==> src/rtl/icw_ocw_sequencer.sv <==
// icw_ocw_sequencer: 8259A bus-write capture, ICW1-ICW4 init sequencing and OCW1-OCW3 decode.
// Ports:
//   clk, reset_bar              clock, asynchronous active-low reset
//   CS_bar, WR_bar, A0, data_in CPU write bus (A0/data latched while the strobe is active)
//   init_done, seq_state        READY flag and sequence state (0 UNINIT .. 4 READY)
//   icw1_pulse, ltim, sngl, ic4 ICW1 commit pulse and mode bits
//   vector_base, cascade_cfg    ICW2 T7..T3 and ICW3 byte
//   sfnm, buf_mode, ms, aeoi, upm  ICW4 fields
//   imr                         interrupt mask (OCW1)
//   ocw2_pulse/cmd/level        OCW2 commit pulse, R/SL/EOI and level
//   read_isr, poll_pulse, smm   OCW3 results
//   seq_error                   pulse on a rejected write
// Optional: define BUS_SYNC_EN to pass the bus inputs through 2-flop synchronizers.
module icw_ocw_sequencer #(
    parameter logic [7:0] IMR_RESET = 8'h00
) (
    input  logic       clk,
    input  logic       reset_bar,
    input  logic       CS_bar,
    input  logic       WR_bar,
    input  logic       A0,
    input  logic [7:0] data_in,
    output logic       init_done,
    output logic [2:0] seq_state,
    output logic       icw1_pulse,
    output logic       ltim,
    output logic       sngl,
    output logic       ic4,
    output logic [4:0] vector_base,
    output logic [7:0] cascade_cfg,
    output logic       sfnm,
    output logic       buf_mode,
    output logic       ms,
    output logic       aeoi,
    output logic       upm,
    output logic [7:0] imr,
    output logic       ocw2_pulse,
    output logic [2:0] ocw2_cmd,
    output logic [2:0] ocw2_level,
    output logic       read_isr,
    output logic       poll_pulse,
    output logic       smm,
    output logic       seq_error
);
    typedef enum logic [2:0] {UNINIT, WAIT_ICW2, WAIT_ICW3, WAIT_ICW4, READY} state_t;
    state_t     state_q;
    logic       cs_s, wr_s, a0_s;
    logic [7:0] d_s;
`ifdef BUS_SYNC_EN
    logic [1:0] cs_sync_q, wr_sync_q, a0_sync_q;
    logic [7:0] d_sync1_q, d_sync2_q;
    always_ff @(posedge clk or negedge reset_bar) begin
        if (!reset_bar) begin
            cs_sync_q <= 2'b11;
            wr_sync_q <= 2'b11;
            a0_sync_q <= 2'b00;
            d_sync1_q <= 8'h00;
            d_sync2_q <= 8'h00;
        end else begin
            cs_sync_q <= {cs_sync_q[0], CS_bar};
            wr_sync_q <= {wr_sync_q[0], WR_bar};
            a0_sync_q <= {a0_sync_q[0], A0};
            d_sync1_q <= data_in;
            d_sync2_q <= d_sync1_q;
        end
    end
    assign cs_s = cs_sync_q[1];
    assign wr_s = wr_sync_q[1];
    assign a0_s = a0_sync_q[1];
    assign d_s  = d_sync2_q;
`else
    assign cs_s = CS_bar;
    assign wr_s = WR_bar;
    assign a0_s = A0;
    assign d_s  = data_in;
`endif
    logic       act_q, a0_lat_q;
    logic [7:0] d_lat_q;
    logic       wr_act, commit;
    assign wr_act = ~cs_s & ~wr_s;
    // Commit on the first edge that sees the strobe gone, using the last byte latched while it was active.
    assign commit = act_q & ~wr_act;
    always_ff @(posedge clk or negedge reset_bar) begin
        if (!reset_bar) begin
            state_q     <= UNINIT;
            act_q       <= 1'b0;
            a0_lat_q    <= 1'b0;
            d_lat_q     <= 8'h00;
            icw1_pulse  <= 1'b0;
            ltim        <= 1'b0;
            sngl        <= 1'b0;
            ic4         <= 1'b0;
            vector_base <= 5'h00;
            cascade_cfg <= 8'h00;
            {sfnm, buf_mode, ms, aeoi, upm} <= 5'h00;
            imr         <= IMR_RESET;
            ocw2_pulse  <= 1'b0;
            ocw2_cmd    <= 3'h0;
            ocw2_level  <= 3'h0;
            read_isr    <= 1'b0;
            poll_pulse  <= 1'b0;
            smm         <= 1'b0;
            seq_error   <= 1'b0;
        end else begin
            act_q      <= wr_act;
            if (wr_act) begin
                a0_lat_q <= a0_s;
                d_lat_q  <= d_s;
            end
            icw1_pulse <= 1'b0;
            ocw2_pulse <= 1'b0;
            poll_pulse <= 1'b0;
            seq_error  <= 1'b0;
            if (commit) begin
                if (!a0_lat_q && d_lat_q[4]) begin
                    // ICW1 restarts initialization from any state; vector_base is deliberately kept.
                    state_q     <= WAIT_ICW2;
                    icw1_pulse  <= 1'b1;
                    {ltim, sngl, ic4} <= {d_lat_q[3], d_lat_q[1], d_lat_q[0]};
                    imr         <= IMR_RESET;
                    read_isr    <= 1'b0;
                    smm         <= 1'b0;
                    cascade_cfg <= 8'h00;
                    {sfnm, buf_mode, ms, aeoi, upm} <= 5'h00;
                end else if (state_q == WAIT_ICW2 && a0_lat_q) begin
                    vector_base <= d_lat_q[7:3];
                    state_q     <= !sngl ? WAIT_ICW3 : ic4 ? WAIT_ICW4 : READY;
                end else if (state_q == WAIT_ICW3 && a0_lat_q) begin
                    cascade_cfg <= d_lat_q;
                    state_q     <= ic4 ? WAIT_ICW4 : READY;
                end else if (state_q == WAIT_ICW4 && a0_lat_q) begin
                    {sfnm, buf_mode, ms, aeoi, upm} <= d_lat_q[4:0];
                    state_q <= READY;
                end else if (state_q == READY && a0_lat_q) begin
                    imr <= d_lat_q;
                end else if (state_q == READY && !d_lat_q[3]) begin
                    ocw2_pulse <= 1'b1;
                    ocw2_cmd   <= d_lat_q[7:5];
                    ocw2_level <= d_lat_q[2:0];
                end else if (state_q == READY) begin
                    read_isr   <= d_lat_q[1] ? d_lat_q[0] : read_isr;
                    smm        <= d_lat_q[6] ? d_lat_q[5] : smm;
                    poll_pulse <= d_lat_q[2];
                end else begin
                    seq_error <= 1'b1;
                end
            end
        end
    end
    assign seq_state = state_q;
    assign init_done = (state_q == READY);
endmodule

==> config.mk <==
export PLATFORM = sky130hd
export DESIGN_NAME = icw_ocw_sequencer
export DESIGN_NICKNAME = d
export VERILOG_FILES = /design/src/rtl/icw_ocw_sequencer.sv
export SDC_FILE = /design/constraint.sdc
export NUM_CORES = 1
export LEC_CHECK = 0
export ABC_AREA = 1
export ABC_CLOCK_PERIOD_IN_PS = 1700
export CORE_ASPECT_RATIO = 0.9
export CORE_MARGIN = 2
export CORE_UTILIZATION = 48
export DETAILED_ROUTE_END_ITERATION = 16
export MAX_ROUTING_LAYER = met4
export PLACE_DENSITY = 0.79
export SLEW_MARGIN = 40
export SYNTH_ARGS = -nofsm -noshare
export SYNTH_HDL_FRONTEND = slang
export SYNTH_SLANG_ARGS = --single-unit
==> constraint.sdc <==
create_clock -name clk -period 1.7 [get_ports clk]
set_input_delay 0.17 -clock clk [delete_from_list [all_inputs] [get_ports clk]]
set_output_delay 0.17 -clock clk [all_outputs]
set_load 0.005 [all_outputs]
Word level (Yosys, flattened, before mapping)
Index checks and enable logic that the tools add are counted.
{"block": "word_totals", "register_bits": 54, "inputBits": 13, "output_inout_bits": 45, "word_cells": 141}
{"block": "op_classes", "n_eq_ne": 9, "muxes": 75, "bitwise": 10, "reduce_logical": 24}
{"op": "8-bit 2-to-1 mux", "n": 8}
{"op": "1-bit 2-to-1 mux", "n": 61}
{"op": "3-bit 2-to-1 mux", "n": 6}
{"op": "8-bit AND reduction", "n": 2}
{"op": "2-bit nonzero test", "n": 6}
{"op": "2-bit inequality test (second input constant)", "n": 5}
{"op": "1-bit inverter", "n": 8}
{"op": "7-bit AND reduction", "n": 1}
{"op": "3-bit by 2-bit equality test with 1-bit output (second input constant)", "n": 2}
{"op": "1-bit logical AND", "n": 6}
{"op": "3-bit AND reduction", "n": 2}
{"op": "5-bit AND reduction", "n": 1}
{"op": "2-bit AND reduction", "n": 2}
{"op": "4-bit AND reduction", "n": 1}
{"op": "4-bit nonzero test", "n": 1}
{"op": "3-bit by 1-bit equality test with 1-bit output (second input constant)", "n": 1}
{"op": "3-bit equality test (second input constant)", "n": 1}
{"op": "1-bit bitwise AND", "n": 2}
{"op": "1-bit logical NOT", "n": 2}

Longest topological paths before layout
Gate-level depths: netlist of the first run.
{"block": "depth", "ltp_word": 9, "mapped_depth": 8, "mapped_depth_nobuf": 8}

Least setup slack after synthesis of the first run
Ideal clock, no wire load.
{"block": "synth_timing", "kind": "reg-to-reg", "from": "register state_q[1] (netlist: seq_state[1])", "to": "register ocw2_cmd[0]", "setup_time_ps": 119, "t_arrival_ps": 1170, "required_time_ps": 1581, "slack_ps": 411, "path_stages_with_launch": 8, "path_buffers": 1, "period_less_slack_ps": 1289, "cell_sequence": "dfrtp_1 -> nor2_2 -> nand2_1 -> nor2_2 -> nand3_2 -> buf_6 -> nand2_1 -> o21ai_2"}
{"block": "synth_between", "elab_chain_len": 4, "word_cells_on_any_way": 14, "cone_classes": "4 x eq/ne; 4 x bitwise; 6 x reduce/logical"}
{"item": "start, declared", "line_no": "46", "rtl": "state_t state_q;"}
{"item": "start signal, assigned", "line_no": "127", "rtl": "state_q <= !sngl ? WAIT_ICW3 : ic4 ? WAIT_ICW4 : READY;"}
{"item": "start signal, assigned", "line_no": "130", "rtl": "state_q <= ic4 ? WAIT_ICW4 : READY;"}
{"item": "3-bit equality test, or another cell as far along", "line_no": "134, 136"}
{"item": "1-bit logical AND, on equally long branches"}
{"item": "1-bit inverter (no source line)"}
{"item": "7-bit AND reduction (no source line) (*)"}
{"item": "end signal, assigned", "line_no": "138", "rtl": "ocw2_cmd <= d_lat_q[7:5];"}
{"item": "end, declared", "line_no": "38", "rtl": "output logic [2:0] ocw2_cmd,"}
Every way passes the cells marked *; elsewhere a longest branch is shown, timed or not.
A chain may end at the register's enable or synchronous reset.

Worst setup path after layout of the first run
{"block": "layout_timing", "from": "register state_q[1] (netlist: seq_state[1])", "to": "register read_isr"}
{"block": "layout_between", "elab_chain_len": 4, "word_cells_on_any_way": 16, "cone_classes": "9 x eq/ne; 7 x reduce/logical"}
{"item": "3-bit equality test, or another cell as far along", "line_no": "134, 136, 140"}
{"item": "1-bit logical AND, on equally long branches"}
{"item": "2-bit inequality test (no source line)"}
{"item": "8-bit AND reduction (no source line) (*)"}
{"item": "end signal, assigned", "line_no": "141", "rtl": "read_isr <= d_lat_q[1] ? d_lat_q[0] : read_isr;"}
{"item": "end, declared", "line_no": "40", "rtl": "output logic read_isr,"}
Marks and branches as above.

==> flow_summary.yaml, run 1 <==
yosys:
  ys_types: 20
  syn_avg_cell_area_sq_um: 9.041
  syn_inst: 252
  seq_area_frac_synth: 0.5931
  ys_seq_elements: 54
  synthesis.nets: 265
  synth_warnings: 0
  synthesis.area_sq_mm: 0.002278
grt:
  grtUsageTotal: 0.2131
  grt_max_degree: 31
  antenna_found_initial: 0
  grt_pass1_vias: 1801
  grt_pass1_wl_um: 8694
  overflow: 0
cts:
  cts_tree: "yes"
  cts.sinks: 54
  clock_latency_ps: 320
  cts_made_buffers: 5
  h-tree-depth: 2
  cts.clk_slew.worst_paths_ps: 100
  cts_root_buf: "clkbuf_8"
  cts.path.max_buffers: 2
power:
  intPower_uw: 2923
  power_density_mw_per_mm2: 1360
  comb_power_share: 0.350
  ir_worst_vdd_v: 0.0006115
  netSwitchingFraction: 0.3092
  power_leakage_uw: 0.001528
  p_clk_frac: 0.212
  p_seq_frac: 0.438
  p_sw_uw: 1309
critical_path:
  reg2reg_slack_ps: 100
  crit_top_cell: "buf_4"
  crit_chain: "nor2_2 > buf_4 > buf_4 > buf_4 > buf_4 > buf_4 > buf_4 > nand4_1 > nand2_1 > nand2_1 > nand2_1 > nand2_1"
  worstPathArrival_ps: 1810
  criticalPathCategory: "flop to flop"
  cp_slowest_stage_delay_ps: 410
  cp_max_fo: 2
  worst_path_max_delay_cell: "dfrtp_1"
  start_kind: "flop"
  worstPathRequired_ps: 1910
  crit_path_end_kind: "flop"
sta:
  hold_slack_ps: 395.4
  slew_violations: 0
  fin_skew_ps: 9.759
  final.setup.tns_ps: 0
  setup_violations: 0
  timing.final.crit_period_ps: 1599
  tightestPinTransition_ps: 629.0
  slew_headroom: 0.5806
  worst_slack_ps: 100.5
  hold_viol_final: 0
  clock.fmax_mhz: 625.2
  grt_setup_unrepaired: "false"
  final.period_utilization: 0.9409
die:
  initial_utilization: 0.5043
  die-area_sq_mm: 0.005315
  row_count: 23
  num_io_pins: 58
  die_h_um: 69.36
  core_area_sq_mm: 0.004518
  die_x_um: 76.63
finish:
  antenna_cells: 0
  area_growth_pct: 36.57
  final_common_cell: "nand2_1"
  drive_gt1_frac: 0.1350
  stdcell_count: 388
  final_cell_mix: "nand2_1 (90), clkdlybuf4s50_1 (55), dfrtp_1 (54)"
  fin_nets: 338
route:
  drc: 0
  dr_total_vias: 1919
  via_per_inst: 4.946
  drtPass1Iterations: 4
  first_iter_violations: 123
  antenna_left: 0
  wl_um: 5187
  wire_per_inst_um: 13.37
place:
  port_buffers: 57
  place_congestion: 0.9817
  pre_cts_ws_ps: 113.0
  dpl.hpwl_um: 3701
  numPlacedInstances: 370
flow_run:
  cap_violations: 0
worst_hold_path:
  min_path_type: "input pin to asynchronous set/reset pin"
status:
  status: "completed"
## cells by family (layout without fill, tap and decap cells)
family / after synthesis / after routing / share of synthesized area
compound gates: 37 / 37 / 0.09610
buf+inv: 30 / 104 / 0.05821
simple gates: 131 / 131 / 0.2526
flops: 54 / 54 / 0.5931
## worst paths after layout
kind,cells past startpoint,endpoint,start
min in group clk,3,d_lat_q[7]$_DFFE_PN0P_,data_in[7]
worst min-delay path,2,ms$_DFFE_PN0P_,reset_bar
max in group asynchronous,3,poll_pulse$_DFF_PN0_,reset_bar
worst max register to register,12,read_isr$_DFFE_PN0P_,seq_state[1]$_DFFE_PN0P_
worst min register to register,2,smm$_DFFE_PN0P_,smm$_DFFE_PN0P_
worst max-delay path,12,read_isr$_DFFE_PN0P_,seq_state[1]$_DFFE_PN0P_
## area by class of cell
class / count / area, sq um
Clock inverter: 3 / 47.55
Timing Repair Buffer: 72 / 679.4
Fill cell: 367 / 1406
Multi-Input combinational cell: 168 / 797.0
Clock buffer: 5 / 68.82
Tap cell: 62 / 77.57
Sequential cell: 54 / 1351
Inverter: 24 / 90.09
## synthesized netlist by cell type
cell type | count | area [sq um]
inv_2 | 2 | 7.510
buf_2 | 4 | 20.02
nor2_1 | 11 | 41.29
o21ai_1 | 5 | 25.02
o21ai_2 | 6 | 52.55
o21ai_0 | 25 | 125.1
dfrtp_1 | 54 | 1351
nand2_4 | 1 | 11.26
nand3b_1 | 1 | 7.510
nand2_1 | 91 | 341.6
nand4_1 | 11 | 68.82
nand3_2 | 1 | 10.01
inv_1 | 22 | 82.58
nand3_1 | 6 | 30.03
nor2_4 | 2 | 22.52
nand2_2 | 3 | 18.77
o21ai_4 | 1 | 16.27
buf_6 | 2 | 22.52
nor3_1 | 1 | 5.000
nor2_2 | 3 | 18.77
## state kept, by name, summed over array words and instances (netlist names), 3 cells and up
name and flops:
ocw2_cmd 3, imr 8, cascade_cfg 8, vector_base 5
d_lat_q 8, seq_state 3, ocw2_level 3
## per-stage QoR
| step | power, uW | cell area [sq um] | utilization |
|---|---|---|---|
| final | 4231 | 3112 | 0.6887 |
| after global routing | 4485 | 3112 | 0.6887 |
| after CTS | 4250 | 3119 | 0.6904 |
| after detailed placement | 3220 | 2917 | 0.6455 |
| after global placement | 3191 | 2917 | 0.6455 |
| after floorplan | 2379 | 2278 | - |
## metal layers
layer  wire length (um)  GRT usage
met4                 48    0.05455
met1               2480     0.2911
met5                  0          -
met2               2322     0.3255
met3                335    0.04948
## repair_timing
action / 4_1_cts / 5_1_grt
pin swaps: 1 / 4
setup buffers: 10 / 0
resized for setup: 3 / 0
endpoints found under the setup margin: 1 / 2
endpoints found under the hold margin: 28 / 0
hold buffers: 1 / 0
## critical path: cells and delay by family, from the launching register on
family                 cells  cell delay [ps]
buffers and inverters      6              600
DFF                        1              410
and+or+nand+nor            6              480
## power by group through the flow
stage | Combinational [uW] | Clock (uW) | Sequential (uW)
finish | 1480 | 898 | 1850
global route | 1630 | 963 | 1900
CTS | 1500 | 902 | 1850
detailed placement | 1340 | 0 | 1880
global placement | 1320 | 0 | 1870
floorplan | 509 | 0 | 1870
Note: power is estimated with default switching activity, not from simulation.
==> inputs of run 2 (changes only) <==
--- a/config.mk
+++ b/config.mk
@@ -8,7 +8,7 @@
 export ABC_AREA = 1
 export ABC_CLOCK_PERIOD_IN_PS = 1700
 export CORE_ASPECT_RATIO = 0.9
-export CORE_MARGIN = 2
+export CORE_MARGIN = 1
 export CORE_UTILIZATION = 48
 export DETAILED_ROUTE_END_ITERATION = 16
 export MAX_ROUTING_LAYER = met4
==> run 2 against run 1 <==
Worst setup slack improved by 4.3 ps. Power fell by 5.0%. Global-route usage rose by 2.1 points. Combinational power fell by 3%. Clock-buffer cell count did not move. Clock skew rose by 2.1 ps. Largest cell class unchanged. Highest routed layer unchanged.
==> flow_summary.yaml, run 2 (synthesis gave the netlist of run 1 again) <==
cts:
  clock_latency_ps: 320
  h-tree-depth: 2
  cts.path.max_buffers: 2
  cts.clk_slew.worst_paths_ps: 100
  cts_made_buffers: 5
  cts_root_buf: "clkbuf_8"
  cts_tree: "yes"
  cts.sinks: 54
critical_path:
  r2r_cells: 7
  worstPathRequired_ps: 1530
  r2r-start: "a0_lat_q$_DFFE_PN0P_"
  cp_slowest_stage_delay_ps: 430
  crit_chain: "buf_4 > buf_4 > clkdlybuf4s50_1"
  worst_path_max_delay_cell: "clkdlybuf4s50_1"
  crit_buf_inv: 3
  path_delay_family: "buffers and inverters"
  criticalPathCategory: "flop to output port"
  reg2reg_slack_ps: 230
  start_kind: "flop"
  rr_endpoint: "vector_base[2]$_DFFE_PN0P_"
  crit_top_cell: "buf_4"
  cp_max_fo: 4
  worstPathArrival_ps: 1430
  startpoint: "seq_state[0]$_DFFE_PN0P_"
  crit_path_end_kind: "output port"
place:
  pre_cts_ws_ps: 94.58
  place_congestion: 0.9776
  dpl.hpwl_um: 3520
  port_buffers: 57
route:
  wire_per_inst_um: 12.99
  drc: 0
  wl_um: 4977
  via_per_inst: 4.950
  drtPass1Iterations: 4
  first_iter_violations: 140
  dr_total_vias: 1896
  antenna_left: 0
finish:
  area_growth_pct: 34.98
  fill_cells: 378
  reg.largest.list: "cascade_cfg (8), d_lat_q (8), imr (8)"
  drive_gt1_frac: 0.1215
  antenna_cells: 0
  final_common_cell: "nand2_1"
  final_cell_mix: "nand2_1 (90), clkdlybuf4s50_1 (55), dfrtp_1 (54)"
  fin_nets: 333
sta:
  timing.final.crit_period_ps: 1595
  clock.fmax_mhz: 626.9
  final.setup.tns_ps: 0
  slew_violations: 0
  tightestPinTransition_ps: 309.9
  grt_setup_unrepaired: "false"
  setup_violations: 0
  worst_slack_ps: 104.9
  final.period_utilization: 0.9383
  slew_headroom: 0.7929
  fin_skew_ps: 11.82
  hold_viol_final: 0
power:
  power_density_mw_per_mm2: 1308
  ir_worst_vdd_v: 0.0007155
  power_leakage_uw: 0.001507
die:
  die-area_sq_mm: 0.005027
  num_io_pins: 58
  core_area_sq_mm: 0.004518
  row_count: 23
  initial_utilization: 0.5043
  die_x_um: 74.63
  die_h_um: 67.36
grt:
  antenna_found_initial: 0
  grt_pass1_vias: 1749
  grt_pass1_wl_um: 8369
  grt_max_degree: 55
  grtUsageTotal: 0.2338
  overflow: 0
status:
  status: "completed"
flow_run:
  cap_violations: 0
worst_hold_path:
  min_path_type: "input pin to asynchronous set/reset pin"
## run 2: area by class of cell
type | count | area [sq um] | share of cell area
sequential | 54 | 1351 | 0.4394
tap | 62 | 77.57 | 0.02522
clock buffer | 5 | 68.82 | 0.02238
inverter | 24 | 90.09 | 0.02929
clock inverter | 3 | 25.02 | 0.008137
timing repair buffer | 67 | 658.1 | 0.2140
multi-input combinational | 168 | 804.5 | 0.2616
## run 2: power breakdown
| group | total, uW | switching [uW] | internal, uW |
|---|---|---|---|
| clock | 738 | 440 | 298 |
| combinational | 1430 | 599 | 830 |
| sequential | 1860 | 241 | 1610 |
| total | 4020 | 1280 | 2740 |
## run 2: worst max-delay path by stage
stage	cells past startpoint	endpoint
floorplan	7	ocw2_cmd[0]$_DFFE_PN0P_
detailed placement	4	init_done
global placement	4	init_done
finish	3	seq_state[0]
CTS	4	init_done
global route	9	aeoi$_DFFE_PN0P_
## run 2: tightest hold or removal path, cell delays in order
cell,delay (ps)
dlygate4sd3_1,530
buf_2,120
buf_12,260
## run 2: what timing repair did
item                       in CTS  in global routing
buffers inserted                5                  1
hold buffers                    1                  0
setup endpoints to repair       1                  5
hold endpoints to repair       54                  0
pin swaps                       1                  1
resized for setup               2                  2
## run 2: routing by layer
metal / GRT usage / vias up / share of wire
met1: 0.3340 / 886 / 0.48
met2: 0.3356 / 70 / 0.45
met3: 0.05224 / 5 / 0.057
met4: 0.06840 / 0 / 0.011
li1: - / 935 / -
met5: - / - / 0
## run 2: metrics by stage
| stage | instances | total power [uW] | hold WS [ps] | area, sq um | util |
|---|---|---|---|---|---|
| after global routing | 383 | 4302 | 395.0 | 3075 | 0.6807 |
| after floorplan | 252 | 2379 | -125.6 | 2278 | - |
| after detailed placement | 368 | 3212 | 185.2 | 2914 | 0.6450 |
| final | 383 | 4021 | 378.2 | 3075 | 0.6807 |
| after global placement | 368 | 3180 | 187.9 | 2914 | 0.6450 |
| after CTS | 382 | 4035 | 385.9 | 3058 | 0.6768 |
==> inputs of run 3 (changes only) <==
--- a/config.mk
+++ b/config.mk
@@ -17,3 +17,4 @@
 export SYNTH_ARGS = -nofsm -noshare
 export SYNTH_HDL_FRONTEND = slang
 export SYNTH_SLANG_ARGS = --single-unit
+export TNS_END_PERCENT = 5
==> run 3 against run 2 <==
Via count shrank 0.21%. Sequential power is essentially flat. Combinational power about the same. Critical path depth grew 1. Non-clock buffer count fell by 1. Clock-buffer cell count did not move. Hold slack better by 2.7 ps. Routed wire length fell by 0.32%. Worst setup slack got worse by 64 ps. First-iteration DRC count down 0.71%. Largest cell class unchanged. Highest routed layer unchanged.
==> flow_summary.yaml, run 3 (synthesis gave the netlist of run 1 again) <==
status:
  status: "completed"
cts:
  cts.sinks: 54
  cts_made_buffers: 5
  clock_latency_ps: 320
  cts.clk_slew.worst_paths_ps: 100
  cts_root_buf: "clkbuf_8"
  h-tree-depth: 2
  cts_tree: "yes"
  cts.path.max_buffers: 2
sta:
  grt_setup_unrepaired: "true"
  tightestPinTransition_ps: 307.2
  slew_headroom: 0.7947
  final.setup.tns_ps: 0
  clock.fmax_mhz: 602.6
  slew_violations: 0
  final.period_utilization: 0.9761
  fin_skew_ps: 11.49
  timing.final.crit_period_ps: 1659
  hold_viol_final: 0
  setup_violations: 0
route:
  dr_total_vias: 1892
  drc: 0
  drtPass1Iterations: 4
  first_iter_violations: 139
  wl_um: 4961
  via_per_inst: 4.953
  antenna_left: 0
  wire_per_inst_um: 12.99
power:
  p_clk_frac: 0.184
  ir_worst_vdd_v: 0.0007168
  intPower_uw: 2738
  netSwitchingFraction: 0.3179
  p_sw_uw: 1276
  power_leakage_uw: 0.001489
  p_seq_frac: 0.462
  power_density_mw_per_mm2: 1310
  comb_power_share: 0.354
critical_path:
  cp_max_fo: 2
  r2r_cells: 7
  criticalPathCategory: "flop to output port"
  rr_endpoint: "vector_base[2]$_DFFE_PN0P_"
  crit_path_end_kind: "output port"
  worstPathArrival_ps: 1490
  r2r-start: "a0_lat_q$_DFFE_PN0P_"
  reg2reg_slack_ps: 230
  worstPathRequired_ps: 1530
  start_kind: "flop"
  startpoint: "seq_state[0]$_DFFE_PN0P_"
  cp-endpoint: "init_done"
finish:
  stdcell_count: 382
  area_growth_pct: 34.54
  reg.largest.list: "cascade_cfg (8), d_lat_q (8), imr (8)"
  final_common_cell: "nand2_1"
  fill_cells: 379
  drive_gt1_frac: 0.1188
  multi_input_area_sq_um: 804.5
  final_cell_mix: "nand2_1 (90), clkdlybuf4s50_1 (56), dfrtp_1 (54)"
  fin_nets: 332
  register_area_sq_mm: 0.001351
  utilization: 0.6785
  antenna_cells: 0
place:
  place_congestion: 0.9776
  dpl.hpwl_um: 3520
  numPlacedInstances: 368
  port_buffers: 57
die:
  die-area_sq_mm: 0.005027
  core_area_sq_mm: 0.004518
  die_h_um: 67.36
  num_io_pins: 58
  die_x_um: 74.63
  row_count: 23
  initial_utilization: 0.5043
grt:
  grt_max_degree: 55
  overflow: 0
  antenna_found_initial: 0
  grt_pass1_vias: 1749
  grt_pass1_wl_um: 8369
  grtUsageTotal: 0.2338
worst_hold_path:
  min_path_type: "input pin to asynchronous set/reset pin"
flow_run:
  cap_violations: 0
-- run 3: cell types whose count changed in the layout (fill, tap and decap cells not counted) --
cell,previous run,this run
dlymetal6s2s_1,1,0
buf_4,8,7
clkdlybuf4s50_1,55,56
-- run 3: layer usage --
layer  track usage  share of wire  routed length (um)  up-vias
met5             -              0                   0        -
met4       0.06840          0.011                  57        0
met3       0.05224          0.060                 296        5
met2        0.3356           0.45                2240       74
met1        0.3340           0.48                2367      881
li1              -              -                   -      932
-- run 3: critical path, stage by stage, from the launching register on --
cell             delay [ps]
dfrtp_1                 410
nor2_2                  140
nand2_2                  70
inv_2                    60
clkdlybuf4s50_1         490
-- run 3: per-stage QoR --
step / instance area, sq um / setup WS [ps] / hold slack, ps / total power (uW)
floorplan: 2278 / 411.4 / -125.6 / 2379
global placement: 2914 / 102.3 / 187.9 / 3180
detailed placement: 2914 / 94.58 / 185.2 / 3212
CTS: 3058 / 34.20 / 385.9 / 4035
global route: 3065 / -15.84 / 395.0 / 4294
finish: 3065 / 40.65 / 380.9 / 4015
-- run 3: timing repair --
action	4_1_cts	5_1_grt
setup endpoints to repair	1	5
resized for setup	2	1
buffers inserted	5	0
hold buffers	1	0
gates cloned	0	0
pin swaps	1	0
hold endpoints to repair	54	0
-- run 3: cell type report --
cell class,count,share of cell area
flip-flops and latches,54,0.4408
multi-input cells,168,0.2624
repair buffers,66,0.2114
inverters,24,0.02939
well taps,62,0.02531
clock buffers,5,0.02245
clock inverters,3,0.008163
-- run 3: worst min path at each step --
stage | end | from
finish | seq_state[2]$_DFFE_PN0P_ | reset_bar
global route | seq_state[2]$_DFFE_PN0P_ | reset_bar
CTS | seq_state[2]$_DFFE_PN0P_ | reset_bar
detailed placement | aeoi$_DFFE_PN0P_ | reset_bar
global placement | aeoi$_DFFE_PN0P_ | reset_bar
floorplan | a0_lat_q$_DFFE_PN0P_ | reset_bar
-- run 3: power by group through the flow --
stage	Sequential [uW]	Clock, uW	Combinational [uW]
2_1_floorplan	1870	0	509
3_3_place_gp	1880	0	1300
3_5_place_dp	1870	0	1340
4_1_cts	1850	752	1430
5_1_grt	1900	808	1590
6_report	1860	738	1420
